--- config.mk ---
export PLATFORM = sky130hd
export DESIGN_NAME = i2s_delay_sum_beamformer
export DESIGN_NICKNAME = d
export VERILOG_FILES = /design/src/rtl/i2s_delay_sum_beamformer.sv
export SDC_FILE = /design/constraint.sdc
export NUM_CORES = 1
export LEC_CHECK = 0
export CAP_MARGIN = 20
export CORE_MARGIN = 3
export CORE_UTILIZATION = 40
export DETAILED_ROUTE_END_ITERATION = 16
export GPL_TIMING_DRIVEN = 1
export SYNTH_ARGS = -nofsm -noshare
export SYNTH_HDL_FRONTEND = slang
export SYNTH_SLANG_ARGS = --single-unit
--- constraint.sdc ---
create_clock -name clk -period 7.12 [get_ports clk]
set_clock_uncertainty 0.1 [all_clocks]
set_input_delay 1.068 -clock clk [delete_from_list [all_inputs] [get_ports clk]]
set_output_delay 1.068 -clock clk [all_outputs]
set_load 0.005 [all_outputs]
--- src/rtl/i2s_delay_sum_beamformer.sv ---
// Master-mode multi-line I2S receiver with a per-channel frame history and a
// delay-and-sum beam output produced once per frame.
module i2s_delay_sum_beamformer #(
  parameter int NUM_LINES   = 2,
  parameter int SAMPLE_BITS = 16,
  parameter int SLOT_BITS   = 32,
  parameter int MAX_DELAY   = 8,
  localparam int CH         = 2 * NUM_LINES,
  localparam int DELAY_BITS = $clog2(MAX_DELAY),
  localparam int CH_BITS    = (CH > 2) ? $clog2(CH) : 1,
  localparam int OUT_BITS   = SAMPLE_BITS + $clog2(CH)
) (
  input  logic                  clk,
  input  logic                  rst_n,
  input  logic [NUM_LINES-1:0]  i2s_sd,
  output logic                  i2s_ws,
  input  logic                  cfg_we,
  input  logic [CH_BITS-1:0]    cfg_ch,
  input  logic [DELAY_BITS-1:0] cfg_delay,
  output logic [OUT_BITS-1:0]   out_sample,
  output logic                  out_valid
);

  localparam int FRAME_BITS = 2 * SLOT_BITS;
  localparam int CNT_BITS   = $clog2(FRAME_BITS);
  localparam int FILL_BITS  = DELAY_BITS + 1;

  typedef enum logic [1:0] {IDLE, WRITE, ACCUM, OUT} state_t;

  state_t                        state;
  logic [CNT_BITS-1:0]           bit_cnt, bit_cnt_nxt, slot_pos;
  logic                          in_right, capture, frame_end;
  logic [SAMPLE_BITS-1:0]        sh_l [NUM_LINES];
  logic [SAMPLE_BITS-1:0]        sh_r [NUM_LINES];
  logic [SAMPLE_BITS-1:0]        hist [MAX_DELAY][CH];
  logic [DELAY_BITS-1:0]         pend [CH];
  logic [DELAY_BITS-1:0]         act  [CH];
  logic [DELAY_BITS-1:0]         wr_ptr, rd_ptr;
  logic [FILL_BITS-1:0]          fill;
  logic [CH_BITS-1:0]            ch_idx;
  logic [SAMPLE_BITS-1:0]        sample;
  logic signed [OUT_BITS-1:0]    acc, term, sum;
  logic                          cfg_ch_ok;

  if (CH == (1 << CH_BITS)) begin : g_ch_full
    assign cfg_ch_ok = 1'b1;
  end else begin : g_ch_part
    assign cfg_ch_ok = (cfg_ch < CH_BITS'(CH));
  end

  always_comb begin
    frame_end   = (bit_cnt == CNT_BITS'(FRAME_BITS - 1));
    bit_cnt_nxt = frame_end ? '0 : bit_cnt + CNT_BITS'(1);
    in_right    = (bit_cnt >= CNT_BITS'(SLOT_BITS));
    slot_pos    = in_right ? bit_cnt - CNT_BITS'(SLOT_BITS) : bit_cnt;
    capture     = (slot_pos >= CNT_BITS'(1)) && (slot_pos <= CNT_BITS'(SAMPLE_BITS));
    // wr_ptr has already advanced past the slot written this frame
    rd_ptr      = wr_ptr - DELAY_BITS'(1) - act[ch_idx];
    sample      = hist[rd_ptr][ch_idx];
    term        = ({1'b0, act[ch_idx]} < fill)
                  ? {{(OUT_BITS - SAMPLE_BITS){sample[SAMPLE_BITS-1]}}, sample}
                  : '0;
    sum         = ((ch_idx == '0) ? '0 : acc) + term;
  end

  always_ff @(posedge clk or negedge rst_n) begin
    if (!rst_n) begin
      bit_cnt    <= '0;
      i2s_ws     <= 1'b0;
      state      <= IDLE;
      wr_ptr     <= '0;
      fill       <= '0;
      ch_idx     <= '0;
      acc        <= '0;
      out_sample <= '0;
      out_valid  <= 1'b0;
      for (int unsigned i = 0; i < CH; i++) begin
        pend[i] <= '0;
        act[i]  <= '0;
      end
      for (int unsigned k = 0; k < NUM_LINES; k++) begin
        sh_l[k] <= '0;
        sh_r[k] <= '0;
      end
    end else begin
      bit_cnt   <= bit_cnt_nxt;
      i2s_ws    <= (bit_cnt_nxt >= CNT_BITS'(SLOT_BITS));
      out_valid <= 1'b0;
      if (capture) begin
        for (int unsigned k = 0; k < NUM_LINES; k++) begin
          if (in_right) sh_r[k] <= {sh_r[k][SAMPLE_BITS-2:0], i2s_sd[k]};
          else          sh_l[k] <= {sh_l[k][SAMPLE_BITS-2:0], i2s_sd[k]};
        end
      end
      if (cfg_we && cfg_ch_ok) pend[cfg_ch] <= cfg_delay;
      case (state)
        IDLE: if (frame_end) state <= WRITE;
        WRITE: begin
          for (int unsigned i = 0; i < CH; i++) act[i] <= pend[i];
          if (fill != FILL_BITS'(MAX_DELAY)) fill <= fill + FILL_BITS'(1);
          wr_ptr <= wr_ptr + DELAY_BITS'(1);
          ch_idx <= '0;
          state  <= ACCUM;
        end
        ACCUM: begin
          acc    <= sum;
          ch_idx <= ch_idx + CH_BITS'(1);
          // the final sum goes straight to the output so out_valid lands in OUT
          if (ch_idx == CH_BITS'(CH - 1)) begin
            out_sample <= sum;
            out_valid  <= 1'b1;
            state      <= OUT;
          end
        end
        OUT:     state <= IDLE;
        default: state <= IDLE;
      endcase
    end
  end

  always_ff @(posedge clk) begin
    if (state == WRITE) begin
      for (int unsigned k = 0; k < NUM_LINES; k++) begin
        hist[wr_ptr][2*k]   <= sh_l[k];
        hist[wr_ptr][2*k+1] <= sh_r[k];
      end
    end
  end

endmodule
Word level (Yosys, flattened, before mapping)
Memory sizes are Yosys's and may differ from the RTL's. Cells that the tools add are included. W data, S select, Z words.

Register bits: 143. Bits in writable memories: 512. Input port bits: 10. Latch bits: 0. Memories kept: 1. Memory bits (read-only): 0. Logic and storage cells: 80.

Div/mod/pow operators: 0. Magnitude comparators: 8. Add/sub/neg operators: 8. Reduce and logical (&&, ||, !) cells: 10. Muxes and demuxes: 21. Multiply operators: 0. Eq/ne operators: 8. Shift-type cells: 0. Bitwise operators: 3.

Memory list: hist (words 8, bits a word 64, rd ports 1, clocked after Yosys merged registers in 0, wr ports 1, RTL line 35) `logic [SAMPLE_BITS-1:0] hist [MAX_DELAY][CH];`.

Operators by type and width (number): $mux W18 (2); $bmux W16 S2 (1); $mux W16 (2); $add A18 B18 Y18 (1); $bwmux W12 (1); $ge A6 B6 Y1 const B (2); $mux W6 (2); $reduce_and A2 Y1 (5); $mux W3 (3); $pmux W2 S4 (1); $add A6 B1 Y6 const B (1); $bmux W3 S2 (1); $demux W3 S2 (1); $eq A2 B2 Y1 const B (3); $eq A6 B6 Y1 const B (1); $ge A3 B3 Y1 const B (2); $ge A6 B1 Y1 const B (1); $le A6 B5 Y1 const B (1); $not A2 Y3 (2); $sub A6 B6 Y6 const B (1); $add A4 B1 Y4 const B (1); $logic_not A2 Y1 (2); $lt A3 B4 Y1 (1); $mux W1 (4); 13 further kinds (16).

Depth between registers and ports, before layout
Gate-level depths: netlist (run 1). An unclocked memory read counts as a cell.

Depth after elaboration: 11. Gate-level depth with buffers: 24. Mapped depth without buffers: 21.

Worst setup path before layout (run 1)
No wires, ideal clock.

Path kind: register -> register. Start point: reg ch_idx[0]. End point: reg acc[16]. Arrival time: 6.061 ns. Stages on the path, launching flop included: 23. Setup slack: 0.889 ns. Library setup time: 0.069 ns. Period minus slack after synthesis: 6.231 ns. Cells stage by stage: dfrtp_1 buf_2 buf_1 mux4_2 inv_1 fa_1 xor2_2 xnor2_4 buf_2 buf_1 mux4_2 mux4_2 a22o_1 ha_1 nor2b_1 o21ai_0 a21boi_0 nor2_1 o21ai_0 a31o_2 a311oi_1 or4b_2 nand3_1.

Word-level cells in the longest chain between the ends: 11. Elaborated cells on any way between the ends: 14. Classes of those cells: 2 x add/sub; 1 x order compare; 8 x mux; 1 x bitwise; 1 x reduce/logical; 1 x memory.

Ends and longest elaborated chain: start: declaration (RTL line 40) `logic [CH_BITS-1:0] ch_idx;`; start signal: assignment (RTL line 107) `ch_idx <= ch_idx + CH_BITS'(1);`; $not A2 Y3 (not written as such) (RTL line 58, 59, 60); $bmux W3 S2 (RTL line 58, 60); $mux W3 (not written as such) (2 in series) (RTL line 58, 60); $sub A3 B3 Y3 (RTL line 58) `rd_ptr = wr_ptr - DELAY_BITS'(1) - act[ch_idx];`; $mem_v2 Z8 W64; $bmux W16 S2 (RTL line 59) `sample = hist[rd_ptr][ch_idx];`; $mux W16 (not written as such) (2 in series) (RTL line 59); $mux W18 (RTL line 61) `? {{(OUT_BITS - SAMPLE_BITS){sample[SAMPLE_BITS-1]}}, sample}`; $add A18 B18 Y18 * (RTL line 63) `sum = ((ch_idx == '0) ? '0 : acc) + term;`; end signal: assignment (RTL line 106) `acc <= sum;`; end: declaration (RTL line 42) `logic signed [OUT_BITS-1:0] acc, term, sum;`.

Every way passes the cells marked *; elsewhere a longest branch is shown, timed or not. The select of a mux whose other input is x is not followed. A chain may end at the register's enable or synchronous reset.

Worst setup path after layout (run 1)
Ends and elaborated chain as after synthesis.

==> results of run 1 <==
-- power by group --
group	switching, uW	total, uW	internal [uW]
Combinational	28.8	57.1	28.4
Clock	1420	3360	1940
Sequential	55.9	4210	4160
Total	1510	7630	6120
-- Yosys cell counts (all sizes together) (4+ instances only) --
library cell  number  area [um2]
nor2b             19         119
nor3               4        31.3
mux2             118        1330
a21oi             13        65.1
mux4             160        3600
xor2               7        68.8
buf               25         104
nand3             12        60.1
xnor2             15         150
o21ai             16        80.1
edfxtp           512       15400
ha                32         400
clkbuf            31         116
nand2b             7        43.8
nand3b             4        30.0
nor2              28         105
nand2             25        93.8
or3                4        25.0
inv               22        82.6
and2               4        25.0
o31ai              4        30.0
dfrtp            143        3580
a22o              16         140
mux2i              6        60.1
-- through the flow --
stage                     power [uW]  hold slack (ns)  cells
after floorplan                 4300            0.363   1261
after global placement          4350            0.369   2114
after detailed placement        4350            0.373   2114
after CTS                       7720            0.389   2237
after global routing            7880            0.416   2238
final                           7630            0.382   2238
-- final cells by class --
class / count / area share [%]
inverter: 22 / 0.279
clock buffer: 92 / 6.21
clock inverter: 31 / 0.890
timing repair buffer: 64 / 2.08
multi-input combinational: 528 / 23.0
sequential: 655 / 63.9
tap: 846 / 3.57
-- cell families after synthesis --
group                      after synthesis  synth area share [%]
DFF                                    655                  72.9
muxes                                  284                  19.2
and+or+nand+nor                        114                  2.26
buffers and inverters                   78                  1.16
AOI/OAI and AO/OA                       74                  1.97
adders and majority gates               34                  1.69
xor gates and xnor gates                22                 0.842
-- routing by layer --
layer  up-vias  routed length (um)  global-route usage (%)
li1       5275                   -                       -
met1      6538               22900                    21.4
met2       232               26900                    27.6
met3        65                2090                    2.49
met4         0                 972                    4.68
met5         -                   0                       0
-- state kept, by name, indices dropped and copies added (netlist names) --
| signal | count |
|---|---|
| hist | 512 |
| sh_l | 32 |
| sh_r | 32 |
| acc | 18 |
| out_sample | 18 |
| act | 12 |
| pend | 12 |
| bit_cnt | 6 |
| fill | 4 |
| wr_ptr | 3 |
| ch_idx | 2 |
| state | 2 |
| i2s_ws | 1 |
| out_valid | 1 |
-- how the worst max path moves through the flow --
stage / to / slack, ns / cells after the start
after floorplan: acc[16] / 0.89 / 22
after global placement: acc[16] / 0.76 / 19
after detailed placement: acc[16] / 0.61 / 19
after CTS: acc[16] / 0.59 / 19
after global routing: acc[16] / 0.32 / 19
final: acc[16] / 0.66 / 19
-- worst min-delay path, stage by stage (launching register included) --
cell	delay, ns
dfrtp_1	0.35
nand2_1	0.05
nand2_1	0.05
==> out/metrics.cfg, run 1 <==
[route]
first_iter_violations = 940
drc = 0
wl_per_cell_um = 23.6
ant_nets = 0
via_per_inst = 5.41
num_vias = 12100
wirelength_um = 52900
firstDrtPassIters = 5

[placed_design]
dpl.hpwl_um = 28900
io_buffers = 29
dp_slack_ns = 0.614
placed_area_mm2 = 0.0275
place_congestion = 0.774

[timing]
fin_crit_ns = 6.46
tightest_slew_ns = 1.10
period_share_pct = 90.7
slew_violations = 0
rsz0062_at_grt = no
setup_viol = 0
max_freq_mhz = 155
hold_viol = 0
worst_slack_ns = 0.662
slew_headroom_pct = 26.4
finalSetupTns_ns = 0

[floorplanning]
die_x_um = 261
rows = 92
start_util_pct = 40.9
core_mm2 = 0.0637
ioPinCount = 30
die_area_mm2 = 0.0681
die_h_um = 261

[final_layout]
multiInputGateArea_mm2 = 0.00683
final_util_pct = 46.6
area_growth_pct = 14.0
final_common_cell = edfxtp_1
fillers = 5239
n_antenna_cell = 0
drive_gt1_share_pct = 30.5
final_area_mm2 = 0.0296
final_nets = 1382
final_cell_mix = edfxtp_1 (512), mux4_2 (160), dfrtp_1 (142), mux2_2 (117), clkbuf_16 (68)
layout.area.seq_mm2 = 0.0190

[grt]
grtUsageTotal_pct = 16.1
antenna_found_initial = 0
overflow = 0
grt_max_degree = 84
grt_pass1_wl_um = 81600
grt_pass1_vias = 13100

[critical_path]
crit_path_start_kind = flop
crit_start = ch_idx[0]
crit_buf_inv = 3
r2r_end = acc[16]
reg2reg_from = ch_idx[0]
crit_path_frequent_cell = mux4_2
r2r_cells = 19
worst_path_max_delay_cell = xnor2_4
crit_family = compound AO/OA/AOI/OAI gates
worstPathArrival_ns = 6.88
path_cells = mux4_2 -> inv_1 -> ha_4 -> fa_2 -> xor2_2 -> xnor2_4 -> buf_12 -> buf_4 -> mux4_2 -> mux4_2 -> a22o_1 -> ha_1 -> a21boi_0 -> nor2_1 -> o21ai_0 -> a31o_2 -> a311oi_1 -> or4b_2 -> nand3_1
critPathKind = flop to flop
crit_fanout = 47
r2r_slack_ns = 0.66
worstSetupEndpointType = flop
cp_slowest_stage_delay_ns = 0.73
cp.required_ns = 7.54

[clocking]
cts_max_level = 3
cts_resized = 0
clk_latency_ns = 0.59
cts_tree = done
cts_root_buffer = clkbuf_16
numCtsBuffers = 67
clock-sinks = 655
cts.reportedPaths.clkPinSlew_ns = 0.07
cts_buffer_depth = 3
ctsHoldBuffers = 0
postCtsSetupBuffers = 0

[synth]
seq_area_frac_synth_pct = 72.9
synth_cell_types = 52
synthCells = 1261
avgSynthCellArea_um2 = 20.6
synth_nets = 1305
synth_area_mm2 = 0.0260
ys_async_sr_fraction_pct = 21.8
synth_warnings = 0
synth_edf_count = 512
synth-seq-cells = 655
dominantRegCellSynth = edfxtp_1

[run_status]
status = finished, final reports clean

[min_path]
min_delay_path_depth = 2
worstHoldStart = out_sample[2]
holdPathEnd = out_sample[2]
holdCritPathClass = flop to flop

[power_and_ir_drop]
leakage_uw = 0.0102
vdd_drop_max_uv = 148
p_per_area_mw_per_mm2 = 257

[run]
cap_viol_max_count = 0

No activity file was read; power rests on OpenSTA's default activity.
==> run 2, diff against run 1 <==
CTS_CLUSTER_DIAMETER = 200   (was unset)
GPL_TIMING_DRIVEN = unset   (was 1)
SKIP_CTS_REPAIR_TIMING = 1   (was unset)
==> results of run 2 <==
No change in the layout: final DEF, timing and power equal those of run 1.
